--- src/rtl/multicycle_control.sv ---
// Multi-cycle RV32I sequencer: steps each instruction through fetch/decode/execute/memory/writeback,
// handles a wait-state memory handshake with timeout, reports faults and counts retirements.
module multicycle_control #(
    parameter int unsigned MEM_TIMEOUT = 15,
    parameter int unsigned CNT_W       = 32
) (
    input  logic             clk,
    input  logic             rst,
    input  logic [31:0]      ir,
    input  logic             mem_ready,
    output logic             pc_write,
    output logic [1:0]       pc_src,
    output logic             branch,
    output logic             ir_write,
    output logic             mem_req,
    output logic             mem_we,
    output logic             iord,
    output logic [1:0]       alu_src_a,
    output logic [1:0]       alu_src_b,
    output logic [1:0]       alu_op,
    output logic             reg_write,
    output logic [1:0]       mem_to_reg,
    output logic             fault,
    output logic [1:0]       fault_code,
    output logic             retire,
    output logic [CNT_W-1:0] instret,
    output logic [2:0]       state
);

    typedef enum logic [2:0] {
        StFetch  = 3'd0,
        StDecode = 3'd1,
        StExec   = 3'd2,
        StMem    = 3'd3,
        StWb     = 3'd4,
        StTrap   = 3'd5
    } state_e;

    localparam logic [4:0] OpR     = 5'b01100;
    localparam logic [4:0] OpImm   = 5'b00100;
    localparam logic [4:0] OpLoad  = 5'b00000;
    localparam logic [4:0] OpStore = 5'b01000;
    localparam logic [4:0] OpBr    = 5'b11000;
    localparam logic [4:0] OpJal   = 5'b11011;
    localparam logic [4:0] OpJalr  = 5'b11001;
    localparam logic [4:0] OpLui   = 5'b01101;
    localparam logic [4:0] OpAuipc = 5'b00101;

    localparam logic [1:0] FaultIllegal = 2'b01;
    localparam logic [1:0] FaultTimeout = 2'b10;

    // Counter only has to reach MEM_TIMEOUT-1 before the trap fires.
    localparam int unsigned       WaitW    = (MEM_TIMEOUT < 2) ? 1 : $clog2(MEM_TIMEOUT);
    localparam logic [WaitW-1:0]  WaitLast = WaitW'(MEM_TIMEOUT - 1);

    state_e             state_q, state_d;
    logic [WaitW-1:0]   wait_q, wait_d;
    logic [1:0]         code_q, code_d;
    logic [CNT_W-1:0]   instret_q, instret_d;

    logic [4:0] opc;
    logic       legal;
    logic       timeout;
    logic       unused_ir;

    assign opc       = ir[6:2];
    assign unused_ir = ^ir[31:7];
    assign timeout   = (MEM_TIMEOUT != 0) && (wait_q == WaitLast);

    always_comb begin
        legal = 1'b0;
        if (ir[1:0] == 2'b11) begin
            case (opc)
                OpR, OpImm, OpLoad, OpStore, OpBr, OpJal, OpJalr, OpLui, OpAuipc: legal = 1'b1;
                default: legal = 1'b0;
            endcase
        end
    end

    always_comb begin
        state_d    = state_q;
        code_d     = code_q;
        pc_write   = 1'b0;
        pc_src     = 2'b00;
        branch     = 1'b0;
        ir_write   = 1'b0;
        mem_req    = 1'b0;
        mem_we     = 1'b0;
        iord       = 1'b0;
        alu_src_a  = 2'b00;
        alu_src_b  = 2'b00;
        alu_op     = 2'b00;
        reg_write  = 1'b0;
        mem_to_reg = 2'b00;
        retire     = 1'b0;

        case (state_q)
            StFetch: begin
                mem_req = 1'b1;
                if (mem_ready) begin
                    ir_write = 1'b1;
                    pc_write = 1'b1;
                    state_d  = StDecode;
                end else if (timeout) begin
                    state_d = StTrap;
                    code_d  = FaultTimeout;
                end
            end
            StDecode: begin
                if (legal) begin
                    state_d = StExec;
                end else begin
                    state_d = StTrap;
                    code_d  = FaultIllegal;
                end
            end
            StExec: begin
                state_d = StWb;
                case (opc)
                    OpR: alu_op = 2'b10;
                    OpImm: begin
                        alu_src_b = 2'b01;
                        alu_op    = 2'b11;
                    end
                    OpLoad, OpStore: begin
                        alu_src_b = 2'b01;
                        state_d   = StMem;
                    end
                    OpBr: begin
                        alu_op  = 2'b01;
                        branch  = 1'b1;
                        pc_src  = 2'b01;
                        retire  = 1'b1;
                        state_d = StFetch;
                    end
                    OpJal, OpJalr: begin
                        pc_write = 1'b1;
                        pc_src   = 2'b10;
                    end
                    OpLui: begin
                        alu_src_a = 2'b10;
                        alu_src_b = 2'b01;
                    end
                    OpAuipc: begin
                        alu_src_a = 2'b01;
                        alu_src_b = 2'b01;
                    end
                    default: begin
                        state_d = StTrap;
                        code_d  = FaultIllegal;
                    end
                endcase
            end
            StMem: begin
                mem_req = 1'b1;
                iord    = 1'b1;
                mem_we  = (opc == OpStore);
                if (mem_ready) begin
                    if (opc == OpStore) begin
                        retire  = 1'b1;
                        state_d = StFetch;
                    end else begin
                        state_d = StWb;
                    end
                end else if (timeout) begin
                    state_d = StTrap;
                    code_d  = FaultTimeout;
                end
            end
            StWb: begin
                reg_write = 1'b1;
                retire    = 1'b1;
                state_d   = StFetch;
                if (opc == OpLoad) begin
                    mem_to_reg = 2'b01;
                end else if (opc == OpJal || opc == OpJalr) begin
                    mem_to_reg = 2'b10;
                end
            end
            StTrap: state_d = StTrap;
            default: state_d = StFetch;
        endcase

        // Staying in an access state means this was a wait cycle.
        if ((state_q == StFetch || state_q == StMem) && state_d == state_q) begin
            wait_d = wait_q + WaitW'(1);
        end else begin
            wait_d = '0;
        end

        if (rst) begin
            pc_write   = 1'b0;
            pc_src     = 2'b00;
            branch     = 1'b0;
            ir_write   = 1'b0;
            mem_req    = 1'b0;
            mem_we     = 1'b0;
            iord       = 1'b0;
            alu_src_a  = 2'b00;
            alu_src_b  = 2'b00;
            alu_op     = 2'b00;
            reg_write  = 1'b0;
            mem_to_reg = 2'b00;
            retire     = 1'b0;
        end

        instret_d = instret_q + CNT_W'(retire);
    end

    always_ff @(posedge clk) begin
        if (rst) begin
            state_q   <= StFetch;
            wait_q    <= '0;
            code_q    <= 2'b00;
            instret_q <= '0;
        end else begin
            state_q   <= state_d;
            wait_q    <= wait_d;
            code_q    <= code_d;
            instret_q <= instret_d;
        end
    end

    assign state      = rst ? StFetch : state_q;
    assign fault      = !rst && (state_q == StTrap);
    assign fault_code = rst ? 2'b00 : code_q;
    assign instret    = rst ? '0 : instret_q;

endmodule

--- config.mk ---
export PLATFORM = sky130hd
export DESIGN_NAME = multicycle_control
export DESIGN_NICKNAME = d
export VERILOG_FILES = /design/src/rtl/multicycle_control.sv
export SDC_FILE = /design/constraint.sdc
export NUM_CORES = 1
export LEC_CHECK = 0
export BUFFER_PORTS_ARGS = -buffer_cell sky130_fd_sc_hd__clkbuf_2
export CAP_MARGIN = 15
export CORE_MARGIN = 2
export CORE_UTILIZATION = 24
export CTS_BUF_LIST = sky130_fd_sc_hd__clkbuf_2
export DETAILED_ROUTE_END_ITERATION = 7
export PLACE_DENSITY = 0.44
export RECOVER_POWER = 25
export SLEW_MARGIN = 5
export SYNTH_ARGS = -nofsm -noshare
export SYNTH_HDL_FRONTEND = slang
export SYNTH_SLANG_ARGS = --single-unit
--- constraint.sdc ---
create_clock -name clk -period 3 [get_ports clk]
set_input_delay 0.45 -clock clk [delete_from_list [all_inputs] [get_ports clk]]
set_output_delay 0.45 -clock clk [all_outputs]
set_load 0.01 [all_outputs]
# Word level (Yosys, flattened, before mapping)
# Memory sizes are Yosys's and may differ from the RTL's.
# Index checks and enable logic that the tools add are counted.
# W data, S select, Z words.
[op_classes]
n_addsub = 2
n_eq_ne = 20
mux = 53
bitwise_logic = 1
n_reduce_logical = 16
[ops]
columns = ["op", "n"]
rows = [
  ["$add A32 B1 Y32", 1],
  ["$mux W2", 16],
  ["$mux W32", 1],
  ["$mux W1", 22],
  ["$mux W3", 6],
  ["$eq A5 B4 Y1 const B", 3],
  ["$eq A5 B5 Y1 const B", 3],
  ["$pmux W3 S5", 1],
  ["$pmux W2 S3", 2],
  ["$eq A5 B3 Y1 const B", 2],
  ["$pmux W3 S3", 1],
  ["$reduce_or A9 Y1", 1],
  ["$pmux W2 S2", 2],
  ["$reduce_or A2 Y1", 4],
  ["$eq A3 B2 Y1 const B", 2],
  ["$eq A3 B3 Y1 const B", 2],
  ["$ne A2 B2 Y1 const B", 3],
  ["$reduce_or A6 Y1", 1],
  ["$logic_not A5 Y1", 1],
  ["$reduce_and A5 Y1", 1],
  ["$reduce_or A5 Y1", 1],
  ["$add A4 B1 Y4 const B", 1],
  ["$eq A4 B4 Y1 const B", 1],
  ["$eq A3 B1 Y1 const B", 1],
  ["11 further kinds", 13],
]
[totals]
ff_bits = 41
romBits = 32
in_bits = 35
out_inout_bits = 56
elab_cells = 97
memories = 1
[mem_list]
columns = ["memory", "words", "width", "rd", "rd_clocked_by_memory_dff", "write_ports", "line_no", "rtl"]
rows = [
  ["(no name shown)", 32, 1, 1, 0, 0, "73", "case (opc)"],
]

# Longest topological paths before layout
[depth]
depth_word = 8
ltp_mapped = 12

# Worst setup path before layout
# No wires, ideal clock.
[synth_timing]
kind = "input-to-reg"
start = "input ir[2]"
end = "register instret_q[24]"
arrival_ps = 2882
required_time_ps = 2872
setup_slack_ps = -10
path_stages = 11
cell_sequence = "or2_2 > clkbuf_1 > nor3_1 > a211o_1 > ha_1 > ha_1 > nand2_1 > nor3_1 > nand4_1 > xor2_1 > nor2_1"
[synth_via]
elab_chain_cells = 6
[synth_rtl]
columns = ["item", "line_no", "rtl"]
rows = [
  ["start: declaration", "9", "input logic [31:0] ir,"],
  ["$eq A5 B4 Y1", "159", "if (opc == OpStore) begin"],
  ["$mux W1", "159", ""],
  ["$mux W1", "158", "if (mem_ready) begin"],
  ["$pmux W1 S3 *", "97", "case (state_q)"],
  ["$mux W1 *", "191", "if (rst) begin"],
  ["net retire", "25", "output logic retire,"],
  ["$add A32 B1 Y32 *", "207", "instret_d = instret_q + CNT_W'(retire);"],
  ["end signal: assignment", "220", "instret_q <= instret_d;"],
  ["end: declaration", "59", "logic [CNT_W-1:0] instret_q, instret_d;"],
]
# The timed path passes the listed nets; every way through them passes the cells marked *.
# A chain may end at the register's enable or synchronous reset.

# Worst setup path in the final report
[layout_timing]
start = "input rst"
end = "output mem_req"
[layout_via]
elab_chain_cells = 1
[layout_rtl]
columns = ["item", "line_no", "rtl"]
rows = [
  ["start: declaration", "8", "input logic rst,"],
  ["$mux W1", "191", ""],
  ["end: declaration", "15", "output logic mem_req,"],
]
# Every way passes these cells.

==> impl_metrics.json <==
{
  "min-delay-start": "wait_q[0]",
  "multi_input_area_sq_um": 1490,
  "synthFlopType": "dfxtp_1",
  "rsz0062_at_grt": "false",
  "ys_seq_area_share_pct": 34.6,
  "wire_per_inst_um": 11.2,
  "synth_cell_type_count": 41,
  "track_usage_pct": 11.1,
  "nets": 415,
  "cts_setup_buffers": 0,
  "start_kind": "primary input",
  "p_leak_nw": 1.24,
  "hold_violations": 0,
  "gp_congestion": 0.818,
  "p_sw_share_pct": 25.9,
  "ant_nets": 0,
  "slew_headroom_pct": 10.3,
  "synth_top_family_by_area": "simple AND/OR/NAND/NOR gates",
  "async_flop_share_pct": 0,
  "p_int_mw": 0.724,
  "maxCapViolations": 0,
  "powerDensity_nw_per_um2": 329,
  "critPathRequiredTime_ns": 2.55,
  "numCtsBuffers": 5,
  "grt_pass1_vias": 2032,
  "status": "finished, final reports clean",
  "reg2reg_depth": 12,
  "tritoncts": "yes",
  "antennaDiodeCount": 0,
  "dr_total_vias": 2283,
  "critical_path.endpoint_type": "output pin",
  "wirelength_um": 5730,
  "power_frac_seq_pct": 56.9,
  "vias_per_cell": 4.48,
  "synth_nets": 343,
  "n_fill_cell": 1058,
  "htreeDepth": 2,
  "cp_max_fo": 73,
  "seq_area_sq_um": 821,
  "post_dp_cell_area_sq_um": 2920,
  "finalSetupViolations": 0,
  "ys_ff_latch": 41,
  "ir_worst_vdd_mv": 0.236,
  "grt_overflow": 0,
  "arrival_ns": 2.21,
  "core_area_sq_um": 9680,
  "post-route-drc-count": 0,
  "crit_type": "in2out",
  "fin_crit_sh_pct": 88.8,
  "die_area_sq_um": 10700,
  "synthAdderAreaFrac_pct": 2.11,
  "first_pass_iters": 4,
  "grt_max_degree": 74,
  "holdPathEnd": "wait_q[0]",
  "postLayoutCellArea_sq_um": 2970,
  "cts.clk_slew.worst_paths_ns": 0.19,
  "r2r_slack_ns": 0.37,
  "hold_class": "reg2reg",
  "yosys.area_share.simple_pct": 42.7,
  "syn_inst": 304,
  "worst_pin_slew_ns": 1.35,
  "clockBufferDepth": 2,
  "fmax_ghz": 0.375,
  "cts-root-buf": "clkbuf_2",
  "avgSynthCellArea_sq_um": 7.81,
  "drtIter0Drc": 114,
  "synth_edf_count": 0,
  "synth_compound_area_share_pct": 5.90,
  "skew_ns": 0.0361,
  "drive_gt1_share_pct": 22.3,
  "setup_tns_ns": 0,
  "cts.sinks": 41,
  "portBuffers": 64,
  "total_power_mw": 0.977,
  "min_period_ns": 2.66,
  "r2r_end": "instret_q[28]",
  "min_path_cells": 1,
  "grt_pass1_wl_um": 9470,
  "p_sw_mw": 0.253,
  "yosysWarnings": 0,
  "final_max_slew_viol_count": 0,
  "antenna_found_initial": 0,
  "die_x_um": 103,
  "clkPwrFrac_pct": 33.5,
  "die_y_um": 103,
  "p_comb_share_pct": 9.6,
  "start_util_pct": 24.5,
  "syn2layout_area_growth_pct": 25.1,
  "io_pins": 91,
  "dp_hpwl_um": 4290,
  "syn-cell-area_sq_um": 2370,
  "insertion_delay_ns": 0.41,
  "synthXorXnorAreaFrac_pct": 10.3,
  "synthMuxAreaShare_pct": 0.948,
  "num_rows": 36,
  "timing.rr.start": "state_q[1]"
}
-- sequential cells by signal (all words and copies together) (netlist names) --
signal     count
wait_q         4
code_q         2
state_q        3
instret_q     32
-- placed cells by master (no fill, tap or decap), types with 5 or more instances in the layout --
cell      Yosys  routed
clkbuf_2      0      57
nor2_1       50      50
nor2b_1      42      42
dfxtp_1      41      41
xor2_1       23      23
nand2_1      21      21
nand3_1      21      21
clkbuf_1     12      14
buf_4         1      13
nor3_1       14      12
and3_1        8       8
o21ai_0       7       7
inv_1         6       6
nand4_1       5       5
xnor2_1       5       5
-- power groups by stage --
| stage | clock network, mW | registers, mW | logic, mW |
|---|---|---|---|
| floorplan | 0 | 0.566 | 0.0612 |
| global placement | 0 | 0.566 | 0.0970 |
| detailed placement | 0 | 0.566 | 0.0966 |
| CTS | 0.346 | 0.556 | 0.0970 |
| global route | 0.373 | 0.557 | 0.107 |
| finish | 0.328 | 0.556 | 0.0939 |
-- synth_stat cells (all sizes together) (2+ instances only) --
cell	n	area, sq um
nand4	7	73.8
nor2	50	188
dfxtp	41	821
xor2	23	201
nor4	5	46.3
or3	2	12.5
mux2	2	22.5
nand3b	2	15.0
and2	2	12.5
or2	4	25.0
nand3	22	123
a31oi	3	18.8
and3	8	50.1
inv	6	22.5
a21oi	4	20.0
nor2b	42	263
buf	2	11.3
o21ai	7	35.0
ha	4	50.1
xnor2	5	43.8
clkbuf	12	45.0
a21o	2	15.0
nand2	21	78.8
nor3	14	70.1
nand2b	2	12.5
-- metal layers --
metal | global-route usage (%) | up-vias | wire length [um]
li1 | - | 1166 | -
met1 | 15.3 | 1069 | 2760
met2 | 17.6 | 42 | 2660
met3 | 2.35 | 6 | 243
met4 | 3.14 | 0 | 70
met5 | 0 | - | 0
-- timing repair --
item,CTS,global route
hold buffers,0,0
resized for setup,0,1
endpoints found under the setup margin,0,7
-- critical path: stages --
cell and delay (ns):
clkbuf_2 0.10, clkbuf_2 0.72, or2_2 0.61, nor2_1 0.15, clkbuf_2 0.17
-- final cells by class --
class | instances | share of cell area [%]
sequential | 41 | 27.6
inverter | 6 | 0.758
tap | 133 | 5.60
timing repair buffer | 79 | 13.8
clock buffer | 5 | 0.842
clock inverter | 3 | 1.39
multi-input combinational | 243 | 50.0
-- how the worst max path moves through the flow --
stage	startpoint	to	slack, ns	depth (start not counted)
2_1_floorplan	ir[2]	instret_q[27]	0.15	10
3_3_place_gp	ir[2]	instret_q[26]	0.08	13
3_5_place_dp	ir[2]	instret_q[27]	0.14	11
4_1_cts	state_q[1]	instret_q[27]	0.29	10
5_1_grt	state_q[1]	instret_q[30]	0.04	12
6_report	rst	mem_req	0.34	5
-- kinds of logic (layout without fill, tap and decap cells) --
group                      count (synthesis)  count (layout)
adders and majority gates                  4               4
DFF                                       41              41
other                                      1               1
and+or+nand+nor                          186             186
AOI/OAI and AO/OA                         22              22
muxes                                      2               2
xor gates and xnor gates                  28              28
buffers and inverters                     20              93
-- per-stage QoR --
step | instances | utilization [%] | worst slack, ns | hold slack [ns]
floorplan | 304 | - | 0.153 | 0.430
CTS | 510 | 30.9 | 0.295 | 0.488
global placement | 502 | 30.2 | 0.0752 | 0.450
finish | 510 | 30.7 | 0.335 | 0.488
detailed placement | 502 | 30.2 | 0.144 | 0.452
global route | 510 | 30.7 | 0.0436 | 0.487
Power figures use the tool's default switching activity.
